## config.mk

```make
export PLATFORM = sky130hd
export DESIGN_NAME = serial_adder
export DESIGN_NICKNAME = d
export VERILOG_FILES = /design/src/rtl/serial_adder.sv
export SDC_FILE = /design/constraint.sdc
export NUM_CORES = 1
export LEC_CHECK = 0
export CELL_PAD_IN_SITES_DETAIL_PLACEMENT = 2
export CELL_PAD_IN_SITES_GLOBAL_PLACEMENT = 2
export CORE_MARGIN = 1
export CORE_UTILIZATION = 34
export DETAILED_ROUTE_END_ITERATION = 8
export PLACE_DENSITY_LB_ADDON = 0.25
export SKIP_LAST_GASP = 1
export SYNTH_ARGS = -nofsm -noshare
export SYNTH_HDL_FRONTEND = slang
export SYNTH_SLANG_ARGS = --single-unit
```

## constraint.sdc

```tcl
create_clock -name clk -period 4.7 [get_ports clk]
set_clock_uncertainty 0.2 [all_clocks]
set_input_delay 0.94 -clock clk [delete_from_list [all_inputs] [get_ports clk]]
set_output_delay 0.94 -clock clk [all_outputs]
set_load 0.01 [all_outputs]
```

## src/rtl/serial_adder.sv

```systemverilog
// rtl/serial_adder.sv - bit-serial unsigned adder, one full-adder cell, LSB first
//
// Purpose: adds two WIDTH-bit unsigned operands one bit per clock using a
// single full-adder cell with a registered carry. The operation is started
// by a start/busy/done handshake.
//
// Ports:
//   clk        rising-edge clock
//   rst        synchronous active-high reset
//   start      request, sampled only in IDLE
//   a, b       addends, captured on the accepted start edge
//   busy       high in RUN and DONE
//   done       one-cycle pulse; sum/carry_out valid from this cycle
//   sum        (a+b) mod 2^WIDTH, held until the next completed operation
//   carry_out  carry out of the MSB
module serial_adder #(
  parameter int WIDTH = 8
) (
  input  logic             clk,
  input  logic             rst,
  input  logic             start,
  input  logic [WIDTH-1:0] a,
  input  logic [WIDTH-1:0] b,
  output logic             busy,
  output logic             done,
  output logic [WIDTH-1:0] sum,
  output logic             carry_out
);

  localparam int CW = (WIDTH > 2) ? $clog2(WIDTH) : 1;
  localparam logic [CW-1:0] LAST = CW'(WIDTH - 1);

  typedef enum logic [1:0] {
    S_IDLE = 2'd0,
    S_RUN  = 2'd1,
    S_DONE = 2'd2
  } state_t;

  state_t          state, state_next;
  logic [WIDTH-1:0] a_sr;
  logic [WIDTH-1:0] b_sr;
  logic             carry;
  logic [CW-1:0]    cnt;

  logic s_bit;
  logic c_next;
  logic last_bit;

  // Full-adder bit cell on the current LSBs and the registered carry.
  assign s_bit    = a_sr[0] ^ b_sr[0] ^ carry;
  assign c_next   = (a_sr[0] & b_sr[0]) | (a_sr[0] & carry) | (b_sr[0] & carry);
  assign last_bit = (cnt == LAST);

  always_comb begin
    state_next = state;
    busy       = 1'b0;
    done       = 1'b0;
    case (state)
      S_IDLE: begin
        if (start) begin
          state_next = S_RUN;
        end
      end
      S_RUN: begin
        busy = 1'b1;
        if (last_bit) begin
          state_next = S_DONE;
        end
      end
      S_DONE: begin
        busy       = 1'b1;
        done       = 1'b1;
        state_next = S_IDLE;
      end
      default: begin
        state_next = S_IDLE;
      end
    endcase
  end

  // The A shift register doubles as the result register: each sum bit enters
  // at the MSB end as the consumed A bit leaves the LSB end, so after WIDTH
  // shifts it holds the full sum with no extra storage.
  always_ff @(posedge clk) begin
    if (rst) begin
      state     <= S_IDLE;
      a_sr      <= '0;
      b_sr      <= '0;
      carry     <= 1'b0;
      cnt       <= '0;
      sum       <= '0;
      carry_out <= 1'b0;
    end else begin
      state <= state_next;
      case (state)
        S_IDLE: begin
          if (start) begin
            a_sr  <= a;
            b_sr  <= b;
            carry <= 1'b0;
            cnt   <= '0;
          end
        end
        S_RUN: begin
          a_sr  <= {s_bit, a_sr[WIDTH-1:1]};
          b_sr  <= {1'b0, b_sr[WIDTH-1:1]};
          carry <= c_next;
          cnt   <= cnt + 1'b1;
          if (last_bit) begin
            sum       <= {s_bit, a_sr[WIDTH-1:1]};
            carry_out <= c_next;
          end
        end
        default: begin
        end
      endcase
    end
  end

endmodule

```

# ---- Word-level counts from Yosys, hierarchy flattened
# Index checks and enable logic that the tools add are counted.
dict set report totals {
  regBits 31
  inputBits 19
  word_cells 39
}
dict set report op_classes {
  n_mux 13
  n_reduce_logical 6
  addsub 1
  n_eq_ne 5
  n_bitwise 7
}
# operator n
set op_table {}
lappend op_table {{$pmux W8 S2} 2}
lappend op_table {{$mux W8} 2}
lappend op_table {{$pmux W3 S2} 1}
lappend op_table {{$reduce_and A2 Y1} 3}
lappend op_table {{$mux W2} 2}
lappend op_table {{$ne A2 B2 Y1 const B} 2}
lappend op_table {{$pmux W2 S2} 1}
lappend op_table {{$add A3 B1 Y3 const B} 1}
lappend op_table {{$and A1 B1 Y1} 3}
lappend op_table {{$eq A3 B3 Y1 const B} 1}
lappend op_table {{$mux W1} 3}
lappend op_table {{$mux W3} 1}
lappend op_table {{$eq A2 B1 Y1 const B} 1}
lappend op_table {{$eq A2 B2 Y1 const B} 1}
lappend op_table {{$logic_not A2 Y1} 1}
lappend op_table {{$or A1 B1 Y1} 2}
lappend op_table {{$pmux W1 S2} 1}
lappend op_table {{$reduce_bool A2 Y1} 1}
lappend op_table {{$reduce_or A2 Y1} 1}
lappend op_table {{$xor A1 B1 Y1} 2}

# ---- Depth between registers and ports, before layout
# Gate-level depths: netlist (run 1).
dict set report depth {
  word_depth 4
  depth_mapped 7
  ltp_nobuf 5
}

# ---- Worst setup path after synthesis (run 1)
# Ideal clock, no wire load.
dict set report synth_path {
  kind {flip-flop to output port}
  start {reg state[0]}
  end {out busy}
  path_stages_with_launch 3
  path_buffers 0
  required_time_ps 3560
  arrival_time_ps 734
  setup_slack_ps 2826
  path_cell_list {dfxtp_1 > inv_1 > ha_1}
}
dict set report synth_between {
  elab_chain_len 3
}
# item line_no
set synth_lines {}
lappend synth_lines {{start: declaration} 39} ;# state_t state, state_next;
lappend synth_lines {{start signal: assignment} 94} ;# state <= state_next;
lappend synth_lines {{$eq A2 B1 Y1 or $eq A2 B2 Y1 (tied branches)} 58} ;# case (state)
lappend synth_lines {{$reduce_or A2 Y1 (no source line) *} --}
lappend synth_lines {{$mux W1 *} 58}
lappend synth_lines {{end: declaration} 24} ;# output logic busy,
# Every way passes the cells marked *; elsewhere a longest branch is shown, timed or not.

# ---- Worst setup path in the final report (run 1)
# Ends and elaborated chain as after synthesis.

==> metrics.csv, run 1 <==
stage,metric,value,unit
cts,number of hold buffers added after cts,0,
hold_path,Hold WC Path Type,reg -> reg,
cts,Bufs on Longest Clock Path,2,
sta,setup violators final,0,
placement,placer congestion estimate,0.7242,
yosys,Syn Area/Cell,10.22,sq um
power_and_ir_drop,Logic pwr share,0.260,
critical_path,CP max FO,4,
cts,H-tree Lvls,2,
cts,Clock Sinks,31,
cts,CTS Root Cell,clkbuf_8,
power_and_ir_drop,Clock Power Share,0.299,
route,DR pass1 iterations,4,
yosys,Yosys reg bits,31,
sta,"Slew Viols, Final",0,
yosys,Yosys top cell area share,0.3943,
sta,TNS Setup,0,ns
power_and_ir_drop,Pint,0.4851,mW
power_and_ir_drop,switching power,0.2215,mW
grt,grt ovf,0,
route,number of vias per cell,5.262,
floorplan,Core ar.,4414,sq um
grt,vias in the first global route,1445,
final_layout,most frequent cells in the layout,"dfxtp_1 (31), clkdlybuf4s50_1 (29), mux2i_1 (19)",
run_status,run status,completed,
power_and_ir_drop,Power Density,363.4,nW/um^2
floorplan,Die ar.,4906,sq um
placement,# port buffers,29,
final_layout,# diodes,0,
grt,initial antenna violation count,0,
grt,Overall Global Routing Usage,0.1772,
route,DRT Wirelength,3.996,mm
yosys,Ys Warns,0,
floorplan,Starting Density,0.3566,
route,wire per inst,17.15,um
yosys,post-synth cell types,27,
critical_path,Worst setup SP type,register,
final_layout,"commonest non-fill, non-tap cell in the layout",dfxtp_1,
power_and_ir_drop,sequential share of power,0.441,
cts,clock slew at reported path FFs,0.07,ns
cts,post-CTS setup buffers,0,
sta,part of the cycle the worst path needs,0.5766,
floorplan,Die Wd,70.04,um
cts,post_cts resized,0,
sta,Rel. slew slack,0.6716,
final_layout,final core utilization,0.4405,
route,DR DRC count,0,
floorplan,Die Y,70.04,um
sta,PnR worst setup slack,1.990,ns
sta,Max Freq,369.0,MHz
critical_path,Setup Crit Path Kind,reg -> out,
sta,min cycle time layout,2.710,ns
cts,CTS tree,yes,
yosys,Syn Inst Count,154,
final_layout,share of cells above drive strength 1,0.2376,
route,Routed Antenna Nets,0,
grt,largest net degree at the start of global routing,37,
power_and_ir_drop,Lkg Pwr,0.6644,nW
power_and_ir_drop,worst vdd ir,172.6,uV
route,First DRT Iteration DRCs,26,
yosys,"Seq/Total Area, Yosys",0.3943,
cts,worst skew pair latency,0.28,ns
sta,RSZ-0062 raised after global routing,false,
yosys,post-synth top area cell,dfxtp_1,
placement,Post-Place Setup Slack,1.938,ns
route,DR vias,1226,
job,MaxCap Viol Count,0,
yosys,Post-Syn Area,1574,sq um
yosys,largest cells by area after synthesis,"dfxtp_1 (39%), mux2i_1 (12%), a211oi_2 (12%)",
yosys,syn nets,180,
grt,first-pass GRT wire length,6.803,mm
final_layout,Syn-to-layout area delta,23.53,%
critical_path,Reg2Reg Setup Slack,2.67,ns
critical_path,worst endpoint data arrival time,1.57,ns
critical_path,Crit. End Element,output port,
floorplan,Rows,24,
cts,cts bufs inserted,5,
placement,hpwl dp,2.713,mm
sta,Fin. Hold Viols,0,
power_and_ir_drop,Sw Ratio,0.3134,
critical_path,Critical Path RT,3.56,ns
floorplan,IO Pins,30,
final_layout,fin nets,207,
power_and_ir_drop,Tot Pwr,0.7066,mW
sta,Slew @ Worst Pin,0.4802,ns
power by group through the flow:
stage | Clock, mW | Sequential, mW | Combinational, mW
4_1_cts | 0.222 | 0.312 | 0.186
6_report | 0.211 | 0.311 | 0.184
3_5_place_dp | 0 | 0.317 | 0.183
5_1_grt | 0.230 | 0.315 | 0.200
3_3_place_gp | 0 | 0.316 | 0.173
2_1_floorplan | 0 | 0.311 | 0.153
cell type report:
class / count / area, sq um
inverter: 2 / 7.507
clock inverter: 1 / 5.005
fill: 478 / 2470
timing repair buffer: 31 / 305.3
clock buffer: 6 / 82.58
sequential: 31 / 620.6
tap: 52 / 65.06
multi-input combinational: 110 / 858.3
worst max-delay path, stage by stage (launching register included):
cell and delay [ns]:
dfxtp_1 0.40, inv_1 0.09, ha_1 0.28, clkdlybuf4s50_1 0.53
sequential cells by signal, indices dropped and copies added, names as in the netlist:
register / count
carry: 1
sum: 8
state: 2
carry_out: 1
b_sr: 8
cnt: 3
a_sr: 8
per-layer routing:
metal | global-route usage | wire length (um)
met5 | 0 | 0
met4 | 0.06444 | 27
met3 | 0.04329 | 129
met2 | 0.3205 | 2066
met1 | 0.2002 | 1773
final timing paths:
kind                                start         to  depth (start not counted)
worst max-delay path             state[0]       busy                          3
worst min-delay path            carry_out  carry_out                          2
worst max register to register   state[1]     sum[3]                          6
worst min register to register  carry_out  carry_out                          2
cell usage after synthesis:
master     instances
a2111oi_0          1
a211oi_2          15
a21oi_1           14
a32oi_1            3
buf_1              1
buf_12             2
buf_2              2
buf_4              1
buf_6              1
clkbuf_1           4
dfxtp_1           31
fa_1               1
ha_1               6
inv_1              2
mux2_4             1
mux2i_1           19
nand2_1           11
nand2b_1           1
nand3_1            9
nand3b_1           1
nor2_1             4
nor2_2            15
nor2b_1            3
nor3_1             1
o21ai_0            1
or2_2              3
xnor2_1            1
cell families after synthesis:
logic type / synth area share
muxes: 0.1304
DFF: 0.3943
xor gates and xnor gates: 0.005565
buffers and inverters: 0.06041
AOI/OAI and AO/OA: 0.1892
adders and majority gates: 0.06041
and+or+nand+nor: 0.1598
through the flow:
stage          hold WS (ns)  area, sq um  std cells
2_1_floorplan        0.2601         1574        154
4_1_cts              0.2640         1944        233
3_3_place_gp         0.2442         1857        226
5_1_grt              0.2879         1944        233
3_5_place_dp         0.2535         1857        226
6_report             0.2603         1944        233
(Power assumes the default switching activity.)
==> inputs of run 2 (changes only) <==
--- a/config.mk
+++ b/config.mk
@@ -8,7 +8,7 @@
 export CELL_PAD_IN_SITES_DETAIL_PLACEMENT = 2
 export CELL_PAD_IN_SITES_GLOBAL_PLACEMENT = 2
 export CORE_MARGIN = 1
-export CORE_UTILIZATION = 34
+export CORE_UTILIZATION = 29
 export DETAILED_ROUTE_END_ITERATION = 8
 export PLACE_DENSITY_LB_ADDON = 0.25
 export SKIP_LAST_GASP = 1
==> constraint.sdc (replaced) <==
create_clock -name clk -period 2.49 [get_ports clk]
set_clock_uncertainty 0.2 [all_clocks]
set_input_delay 0.498 -clock clk [delete_from_list [all_inputs] [get_ports clk]]
set_output_delay 0.498 -clock clk [all_outputs]
set_load 0.01 [all_outputs]
==> metrics.csv, run 2 (same netlist as run 1, synthesis figures left out) <==
stage,metric,value,unit
placement,hpwl dp,3.006,mm
route,DR pass1 iterations,4,
cts,H-tree Lvls,2,
sta,part of the cycle the worst path needs,0.9052,
floorplan,Core ar.,5172,sq um
critical_path,worst path cell trace,inv_1 -> ha_1 -> clkdlybuf4s50_1,
critical_path,CP max FO,4,
power_and_ir_drop,Clock Power Share,0.315,
final_layout,share of cells above drive strength 1,0.2527,
cts,CTS tree,yes,
power_and_ir_drop,Lkg Pwr,0.6936,nW
grt,largest net degree at the start of global routing,31,
power_and_ir_drop,sequential share of power,0.425,
sta,Max Freq,443.7,MHz
floorplan,Die ar.,5726,sq um
cts,post_cts resized,0,
power_and_ir_drop,Power Density,685.0,nW/um^2
power_and_ir_drop,Tot Pwr,1.385,mW
route,Routed Antenna Nets,0,
cts,Clock Sinks,31,
power_and_ir_drop,Logic pwr share,0.261,
cts,number of hold buffers added after cts,0,
final_layout,"commonest non-fill, non-tap cell in the layout",dfxtp_1,
final_layout,most frequent cells in the layout,"dfxtp_1 (31), clkdlybuf4s50_1 (29), mux2i_1 (19)",
grt,Overall Global Routing Usage,0.1630,
hold_path,Hold WC Path Type,reg -> reg,
cts,clock slew at reported path FFs,0.07,ns
power_and_ir_drop,worst vdd ir,268.2,uV
sta,TNS Setup,0,ns
critical_path,Worst setup SP type,register,
floorplan,Die Y,75.67,um
floorplan,Rows,26,
grt,grt ovf,0,
floorplan,IO Pins,30,
power_and_ir_drop,Pint,0.9654,mW
critical_path,worst endpoint data arrival time,1.56,ns
placement,# port buffers,29,
critical_path,Crit. End Element,output port,
route,highest routed layer,met4,
power_and_ir_drop,Sw Ratio,0.3030,
route,number of vias per cell,4.820,
cts,CTS Root Cell,clkbuf_8,
route,metal3 WL,127,um
floorplan,Starting Density,0.3043,
sta,Slew @ Worst Pin,0.4042,ns
sta,setup violators final,0,
cts,post-CTS setup buffers,0,
grt,first-pass GRT wire length,6.768,mm
cts,cts bufs inserted,5,
sta,min cycle time layout,2.254,ns
route,First DRT Iteration DRCs,41,
final_layout,register area,620.6,sq um
sta,Rel. slew slack,0.7305,
floorplan,Die Wd,75.67,um
route,wire per inst,15.85,um
cts,worst skew pair latency,0.28,ns
critical_path,cell with the largest stage delay on the worst path,clkdlybuf4s50_1,
final_layout,largest registers,"a_sr: 8 flops, b_sr: 8 flops, sum: 8 flops",
cts,Bufs on Longest Clock Path,2,
job,MaxCap Viol Count,0,
critical_path,Worst path max stage delay,0.53,ns
sta,Min Hold Slack,0.2543,ns
final_layout,Fill cells,564,
route,DRT Wirelength,4.058,mm
run_status,run status,completed,
route,DR vias,1234,
critical_path,Worst Path Buf+Inv,2,
critical_path,Top Family by Delay on Critical Path,buffers and inverters,
final_layout,multi-input logic area,858.3,sq um
final_layout,# diodes,0,
power_and_ir_drop,switching power,0.4196,mW
final_layout,Syn-to-layout area delta,28.46,%
sta,RSZ-0062 raised after global routing,false,
route,DR DRC count,0,
final_layout,fin nets,211,
route,Met1 Wirelength,1.726,mm
placement,placer congestion estimate,0.7650,
critical_path,Setup Crit Path Kind,reg -> out,
grt,initial antenna violation count,0,
grt,vias in the first global route,1435,
sta,"Slew Viols, Final",0,
route,Routed met2 length,2.162,mm
critical_path,Critical Path RT,1.79,ns
sta,Fin. Hold Viols,0,
## run 2: power groups by stage
stage               sequential, mW  clock, mW  combinational [mW]
floorplan                    0.587          0               0.289
global placement             0.595          0               0.345
detailed placement           0.600          0               0.369
CTS                          0.590      0.448               0.370
global route                 0.595      0.477               0.396
finish                       0.588      0.436               0.361
## run 2: final timing paths
path,startpoint,end,slack [ns],cells past startpoint
max reg2reg,state[0],a_sr[2],0.53,6
min reg2reg,sum[5],sum[5],0.25,2
max,state[0],busy,0.24,3
min,sum[5],sum[5],0.25,2
## run 2: layout make-up
cell class,count,share of cell area
multi-input cells,110,0.4245
inverters,2,0.003713
flip-flops and latches,31,0.3069
clock buffers,8,0.04950
well taps,70,0.04332
repair buffers,35,0.1720
## run 2: per-layer routing
metal	vias up	track usage
met5	-	0
met4	0	0.05556
met3	4	0.04630
met2	18	0.3056
met1	608	0.1748
li1	604	-
## run 2: metrics by stage
step | cell area (sq um) | instances | setup WS [ns] | util
finish | 2022 | 256 | 0.2361 | 0.3909
global placement | 1922 | 248 | 0.4722 | 0.3716
global route | 2022 | 256 | 0.1235 | 0.3909
floorplan | 1574 | 154 | 0.8368 | -
CTS | 2022 | 256 | 0.2011 | 0.3909
detailed placement | 1922 | 248 | 0.3512 | 0.3716
## run 2: tightest hold or removal path: stages (launching register included)
cell     delay, ns
dfxtp_1       0.31
nand2_1       0.05
a21oi_1       0.05
